## src/rtl/addsub_accumulator.sv

```systemverilog
// addsub_accumulator: command-driven accumulator controller that sits in front of an
// external ripple adder/subtractor. Single-cycle commands are CLR, LOAD, ADD, SUB and NEG.
// MUL is done by repeated addition through the same adder, so it takes several cycles.
module addsub_accumulator #(
  parameter int WIDTH = 4
) (
  input  logic             i_clk,
  input  logic             i_rst_n,
  input  logic             i_in_valid,
  output logic             o_in_ready,
  input  logic [2:0]       i_op,
  input  logic [WIDTH-1:0] i_operand,
  output logic [WIDTH-1:0] o_adder_a,
  output logic [WIDTH-1:0] o_adder_b,
  output logic             o_adder_sub,
  input  logic [WIDTH-1:0] i_adder_sum,
  input  logic             i_adder_cout,
  output logic [WIDTH-1:0] o_acc,
  output logic             o_carry,
  output logic             o_zero,
  output logic             o_ovf,
  output logic             o_done
);

  localparam logic [2:0] OP_CLR  = 3'd0;
  localparam logic [2:0] OP_LOAD = 3'd1;
  localparam logic [2:0] OP_ADD  = 3'd2;
  localparam logic [2:0] OP_SUB  = 3'd3;
  localparam logic [2:0] OP_MUL  = 3'd4;
  localparam logic [2:0] OP_NEG  = 3'd5;

  typedef enum logic {
    ST_IDLE,
    ST_MUL_RUN
  } state_t;

  state_t           r_state;
  state_t           w_state_next;

  logic [WIDTH-1:0] r_acc;
  logic             r_carry;
  logic             r_ovf;
  logic             r_done;
  logic [WIDTH-1:0] r_p;
  logic [WIDTH-1:0] r_m;
  logic [WIDTH-1:0] r_cnt;
  logic             r_sticky;

  logic             w_accept;
  logic             w_cnt_zero;
  logic [WIDTH-1:0] w_bx;
  logic             w_ovf;

  assign w_accept   = i_in_valid && o_in_ready;
  assign w_cnt_zero = (r_cnt == '0);

  // The adder sees B un-inverted; rebuild the effective second operand for the overflow rule.
  assign w_bx  = o_adder_b ^ {WIDTH{o_adder_sub}};
  assign w_ovf = (o_adder_a[WIDTH-1] == w_bx[WIDTH-1]) &&
                 (i_adder_sum[WIDTH-1] != o_adder_a[WIDTH-1]);

  assign o_acc   = r_acc;
  assign o_carry = r_carry;
  assign o_ovf   = r_ovf;
  assign o_done  = r_done;
  // Acc only changes at a completion, so deriving Zero from it is the same as recomputing there.
  assign o_zero  = (r_acc == '0);

  // State register.
  always_ff @(posedge i_clk or negedge i_rst_n) begin
    if (!i_rst_n) begin
      r_state <= ST_IDLE;
    end else begin
      r_state <= w_state_next;
    end
  end

  // Next-state logic, ready, and adder operand steering.
  always_comb begin
    w_state_next = r_state;
    o_in_ready   = 1'b0;
    o_adder_a    = r_acc;
    o_adder_b    = i_operand;
    o_adder_sub  = 1'b0;
    case (r_state)
      ST_IDLE: begin
        o_in_ready = 1'b1;
        if (i_op == OP_NEG) begin
          // Negate as 0 - Acc so the adder's borrow and overflow rules apply unchanged.
          o_adder_a   = '0;
          o_adder_b   = r_acc;
          o_adder_sub = 1'b1;
        end else begin
          o_adder_sub = (i_op == OP_SUB);
        end
        if (w_accept && (i_op == OP_MUL)) begin
          w_state_next = ST_MUL_RUN;
        end
      end
      ST_MUL_RUN: begin
        o_adder_a = r_p;
        o_adder_b = r_m;
        if (w_cnt_zero) begin
          w_state_next = ST_IDLE;
        end
      end
      default: begin
        w_state_next = ST_IDLE;
      end
    endcase
  end

  // Accumulator, flags, done pulse and multiply working registers.
  always_ff @(posedge i_clk or negedge i_rst_n) begin
    if (!i_rst_n) begin
      r_acc    <= '0;
      r_carry  <= 1'b0;
      r_ovf    <= 1'b0;
      r_done   <= 1'b0;
      r_p      <= '0;
      r_m      <= '0;
      r_cnt    <= '0;
      r_sticky <= 1'b0;
    end else begin
      r_done <= 1'b0;
      if (r_state == ST_IDLE) begin
        if (w_accept) begin
          // Everything except MUL completes on the accept edge, illegal codes included.
          r_done <= (i_op != OP_MUL);
          case (i_op)
            OP_CLR: begin
              r_acc   <= '0;
              r_carry <= 1'b0;
              r_ovf   <= 1'b0;
            end
            OP_LOAD: begin
              r_acc   <= i_operand;
              r_carry <= 1'b0;
              r_ovf   <= 1'b0;
            end
            OP_ADD, OP_SUB, OP_NEG: begin
              r_acc   <= i_adder_sum;
              r_carry <= i_adder_cout;
              r_ovf   <= w_ovf;
            end
            OP_MUL: begin
              r_m      <= r_acc;
              r_cnt    <= i_operand;
              r_p      <= '0;
              r_sticky <= 1'b0;
            end
            default: begin
              // Illegal op: state is left untouched, only Done pulses.
            end
          endcase
        end
      end else begin
        if (!w_cnt_zero) begin
          // One partial addition per cycle; any carry out means the product wrapped.
          r_p      <= i_adder_sum;
          r_sticky <= r_sticky | i_adder_cout;
          r_cnt    <= r_cnt - 1'b1;
        end else begin
          r_acc   <= r_p;
          r_carry <= r_sticky;
          r_ovf   <= r_sticky;
          r_done  <= 1'b1;
        end
      end
    end
  end

endmodule
```

## config.mk

```make
export PLATFORM = sky130hd
export DESIGN_NAME = addsub_accumulator
export DESIGN_NICKNAME = d
export VERILOG_FILES = /design/src/rtl/addsub_accumulator.sv
export SDC_FILE = /design/constraint.sdc
export NUM_CORES = 1
export LEC_CHECK = 0
export ABC_AREA = 1
export BUFFER_PORTS_ARGS = -buffer_cell sky130_fd_sc_hd__buf_2
export CORE_UTILIZATION = 25
export DETAILED_ROUTE_END_ITERATION = 10
export PLACE_DENSITY = 0.43
export SYNTH_ARGS = -nofsm -noshare
export SYNTH_HDL_FRONTEND = slang
export SYNTH_SLANG_ARGS = --single-unit
```

## constraint.sdc

```tcl
create_clock -name i_clk -period 2.45 [get_ports i_clk]
set_input_delay 0.49 -clock i_clk [delete_from_list [all_inputs] [get_ports i_clk]]
set_output_delay 0.49 -clock i_clk [all_outputs]
set_load 0.02 [all_outputs]
```

Word level (Yosys, flattened, before mapping). Index checks and enable logic that the tools add are counted.

Reduce and logical (&&, ||, !) cells: 16. $add $sub $neg: 1. Bitwise logic cells: 3. Muxes and demuxes: 36. Equality and inequality tests: 10.

Operator list (count): 2-to-1 mux 4 bit (13); 2-to-1 mux 1 bit (17); case mux 4 bit (2 select lines) (2); case mux 4 bit (3 select lines) (1); AND reduction 3 bit (4); logical NOT 4 bit (2); == test 3 x 2 -> 1 bit (second input constant) (2); == test 3 bit (second input constant) (2); case mux 1 bit (2 select lines) (3); nonzero test 2 bit (2); nonzero test 4 bit (1); subtractor 4 x 1 -> 4 bit (second input constant) (1); XOR 4 bit (1); == test 3 x 1 -> 1 bit (second input constant) (1); logical AND 1 bit (3); logical NOT 3 bit (1); inequality test 3 bit (second input constant) (1); nonzero test 3 bit (1); OR reduction 3 bit (1); inequality test 2 x 1 -> 1 bit (second input constant) (1); inequality test 2 bit (second input constant) (1); OR reduction 2 bit (1); == test 1 bit (1); inequality test 1 bit (1); 2 further kinds (2).

Output and inout bits: 18. Word-level logic and storage cells: 75. Input port bits: 15. Flip-flop bits (word level): 21.

Depth between registers and ports, before layout.
Depth after elaboration: 9. Mapped depth: 9. Depth with buffers taken out: 9.

Worst setup path after synthesis. No wires, ideal clock.

Path kind: input-to-output. Start: input port i_op[2]. End: output port o_adder_b[0]. Stages: 5. Path buffers: 1. Data required time: 1.960 ns. Arrival: 1.401 ns. Slack: 0.559 ns. Cell sequence: buf_2 nand3_4 nand2_1 o21ai_0 o21ai_0.

Longest elaborated chain between the ends: 3.

RTL lines: start, declared (RTL line 11) `input logic [2:0] i_op,`; == test 3 bit (RTL line 88) `if (i_op == OP_NEG) begin`; 2-to-1 mux 4 bit (RTL line 88); case mux 4 bit (2 select lines) (RTL line 85) `case (r_state)`; end, declared (RTL line 14) `output logic [WIDTH-1:0] o_adder_b,`.

No other way between the ends.

Final worst setup path.
Start: register r_state. End: output port o_adder_sub.

Longest elaborated chain between the ends: 1.

RTL lines: start, declared (RTL line 37) `state_t r_state;`; start signal, assigned (RTL line 74) `r_state <= w_state_next;`; 2-to-1 mux 1 bit (RTL line 85); end, declared (RTL line 15) `output logic o_adder_sub,`.

No other way between the ends.

==> impl_metrics.csv <==
group,metric,value,unit
status,run_status,"finished, final reports clean",
yosys,yosysTopAreaCell,"dfrtp_1",
clock_tree,clock-sinks,21,
yosys,synth_top_family_by_area,"simple AND/OR/NAND/NOR gates",
detailed_routing,detail_route.vias_per_cell,4.64,
yosys,ys_types,30,
floorplan,die_y,74.1,um
yosys,synthXorXnorAreaFrac,0,%
placed_design,dp.cells,269,
yosys,synth_edf_count,0,
detailed_routing,wire_per_inst,12.8,um
sta,rsz0062_at_grt,"false",
sta,maxSlewHeadroom,66.6,%
layout,stdcell_count,273,
yosys,yosys-top-cells-area,"dfrtp_1 40%, nand2_1 12%, o21ai_0 7.7%, nand3_1 6.2%, inv_1 5.8%",
detailed_routing,first_pass_iters,4,
sta,fin_crit_sh,76.5,%
clock_tree,clockBufferDepth,2,
clock_tree,cts_tree,"done",
clock_tree,ctsHoldBuffers,0,
detailed_routing,routed_wl,3510,um
yosys,synthAdderAreaFrac,0.962,%
worst_hold_path,hold_class,"in -> async",
detailed_routing,ant_nets,0,
pwr,total_power,1.87,mW
setup_path,crit_path_start_kind,"flip-flop",
pwr,total_leakage_power,0.791,nW
yosys,syn-num-nets,191,
setup_path,ff2ff_path_depth,8,
grt,grt_max_degree,26,
sta,setup-violations-final,0,
layout,area_growth,20.3,%
sta,hold_violations,0,
sta,finalWorstPathRequiredPeriod,1.87,ns
sta,finalMaxSlewViolations,0,
placed_design,gp_congestion,0.765,
detailed_routing,drc_errors,0,
floorplan,core-area,4850,um2
placed_design,io_buffers,32,
setup_path,rr_startpoint,"r_cnt[0]",
grt,grt_pass1_vias,1187,
clock_tree,clk_latency,0.26,ns
clock_tree,clk_pin_slew,0.08,ns
grt,grt_pass1_wl,5850,um
clock_tree,post-cts-setup-buffers,0,
setup_path,worstReg2RegEnd,"r_cnt[2]",
clock_tree,cts_resized,0,
yosys,synth_top_area_share,40.4,%
yosys,async_flop_share,100,%
yosys,synth_commonest_cells,"42 x nand2_1, 21 x dfrtp_1, 20 x inv_1, 20 x o21ai_0, 16 x nand3_1",
setup_path,worstSetupStartpoint,"r_state",
pwr,power_density,1200,nW/um2
yosys,postSynthAreaPerCell,7.43,um2
job,maxCapViolations,0,
setup_path,crit_path_end_kind,"primary output",
detailed_routing,via_count,1268,
floorplan,num_io_pins,33,
yosys,synth_compound_area_share,18.4,%
placed_design,post-dp-hpwl,2650,um
pwr,worst_ir_drop_vdd,0.390,mV
sta,setup_tns,0,ns
yosys,synth_warnings,0,
yosys,syn-cell-area,1300,um2
setup_path,cp_max_fo,16,
setup_path,crit_path_end,"o_adder_sub",
grt,grt.total_usage,14.2,%
yosys,ys_seq_area_share,40.4,%
yosys,synthSimpleGateAreaFrac,30.8,%
setup_path,path_class,"reg -> out",
grt,grt_overflow_total,0,
setup_path,arrival,1.38,ns
clock_tree,numCtsBuffers,3,
floorplan,start_util,26.8,%
floorplan,die_w,74.1,um
yosys,ys_ff_latch,21,
setup_path,required,1.96,ns
clock_tree,htreeDepth,1,
detailed_routing,drt_iter0_drc,30,
layout,nets,223,
grt,grt_antenna_before_repair,0,
sta,fmax,534,MHz
yosys,synthMuxAreaShare,0,%
layout,diodes,0,
layout,drive_gt1_share,25.2,%
floorplan,rows,25,
sta,tightest_slew,0.501,ns
yosys,yosys_most_used_dff,"dfrtp_1",
yosys,synthCells,175,
setup_path,rrSetupSlack,0.72,ns
yosys,synth.most_common_cell,"nand2_1",
sta,fin_worst_skew,0.00499,ns
clock_tree,clock_tree.root_cell,"clkbuf_8",
floorplan,dieArea,5490,um2
-- per-stage QoR --
stage | hold slack [ns] | area (um2) | utilization (%) | setup slack [ns]
6_report | 0.192 | 1560 | 32.3 | 0.576
5_1_grt | 0.219 | 1560 | 32.3 | 0.485
4_1_cts | 0.212 | 1560 | 32.3 | 0.558
3_5_place_dp | 0.483 | 1520 | 31.3 | 0.631
3_3_place_gp | 0.478 | 1520 | 31.3 | 0.654
2_1_floorplan | 0.194 | 1300 | - | 0.559
-- where the power goes --
part	internal [mW]	leakage [nW]	switching, mW
sequential	0.512	0.257	0.118
clock	0.116	0.0228	0.114
combinational	0.337	0.510	0.675
total	0.965	0.791	0.907
-- worst max-delay path: stages, from the launching register on --
cell and delay, ns:
dfrtp_1 0.39, inv_2 0.25, nand2_1 0.11, nor3_2 0.17, buf_2 0.20
-- registers in the layout, summed over array words and instances, names as in the netlist --
register	cells
o_ovf	1
r_state	1
r_sticky	1
r_p	4
o_carry	1
o_acc	4
o_done	1
r_cnt	4
r_m	4
-- worst min path at each step --
stage | endpoint | slack [ns] | cells after the start
CTS | r_cnt[1] | 0.21 | 1
global placement | r_m[1] | 0.48 | 2
floorplan | o_acc[0] | 0.19 | 0
finish | r_cnt[0] | 0.19 | 1
detailed placement | r_m[1] | 0.48 | 2
global route | r_cnt[1] | 0.22 | 1
-- kinds of logic (layout without fill, tap and decap cells) --
logic type / Yosys count / after routing
AO/OA/AOI/OAI: 41 / 41
buffers and inverters: 30 / 61
adder cells (fa/ha/maj): 1 / 1
AND/OR/NAND/NOR: 82 / 82
flip-flops: 21 / 21
-- final cells by class --
type | count | area (um2)
Clock buffer | 4 | 45.0
Fill cell | 558 | 3280
Inverter | 24 | 90.1
Multi-Input combinational cell | 124 | 652
Sequential cell | 21 | 526
Tap cell | 67 | 83.8
Timing Repair Buffer | 33 | 168
-- layout by cell type (no fill, tap or decap), drive strengths merged --
master	n
nand2	46
ha	1
a22o	1
buf	33
o221ai	1
o22ai	3
o31ai	3
a21oi	5
nor4	1
clkbuf	4
dfrtp	21
nor2	12
inv	24
nor3	1
nand3	19
o21ai	23
nand4	3
a31oi	4
a22oi	1
-- routing by layer --
layer / share of wire [%] / GRT usage [%] / vias up
met3: 3.2 / 2.30 / 4
met1: 53 / 20.8 / 590
met4: 1.1 / 5.13 / 0
met5: 0 / 0 / -
met2: 42 / 20.9 / 27
li1: - / - / 647
Note: power is estimated with default switching activity, not from simulation.
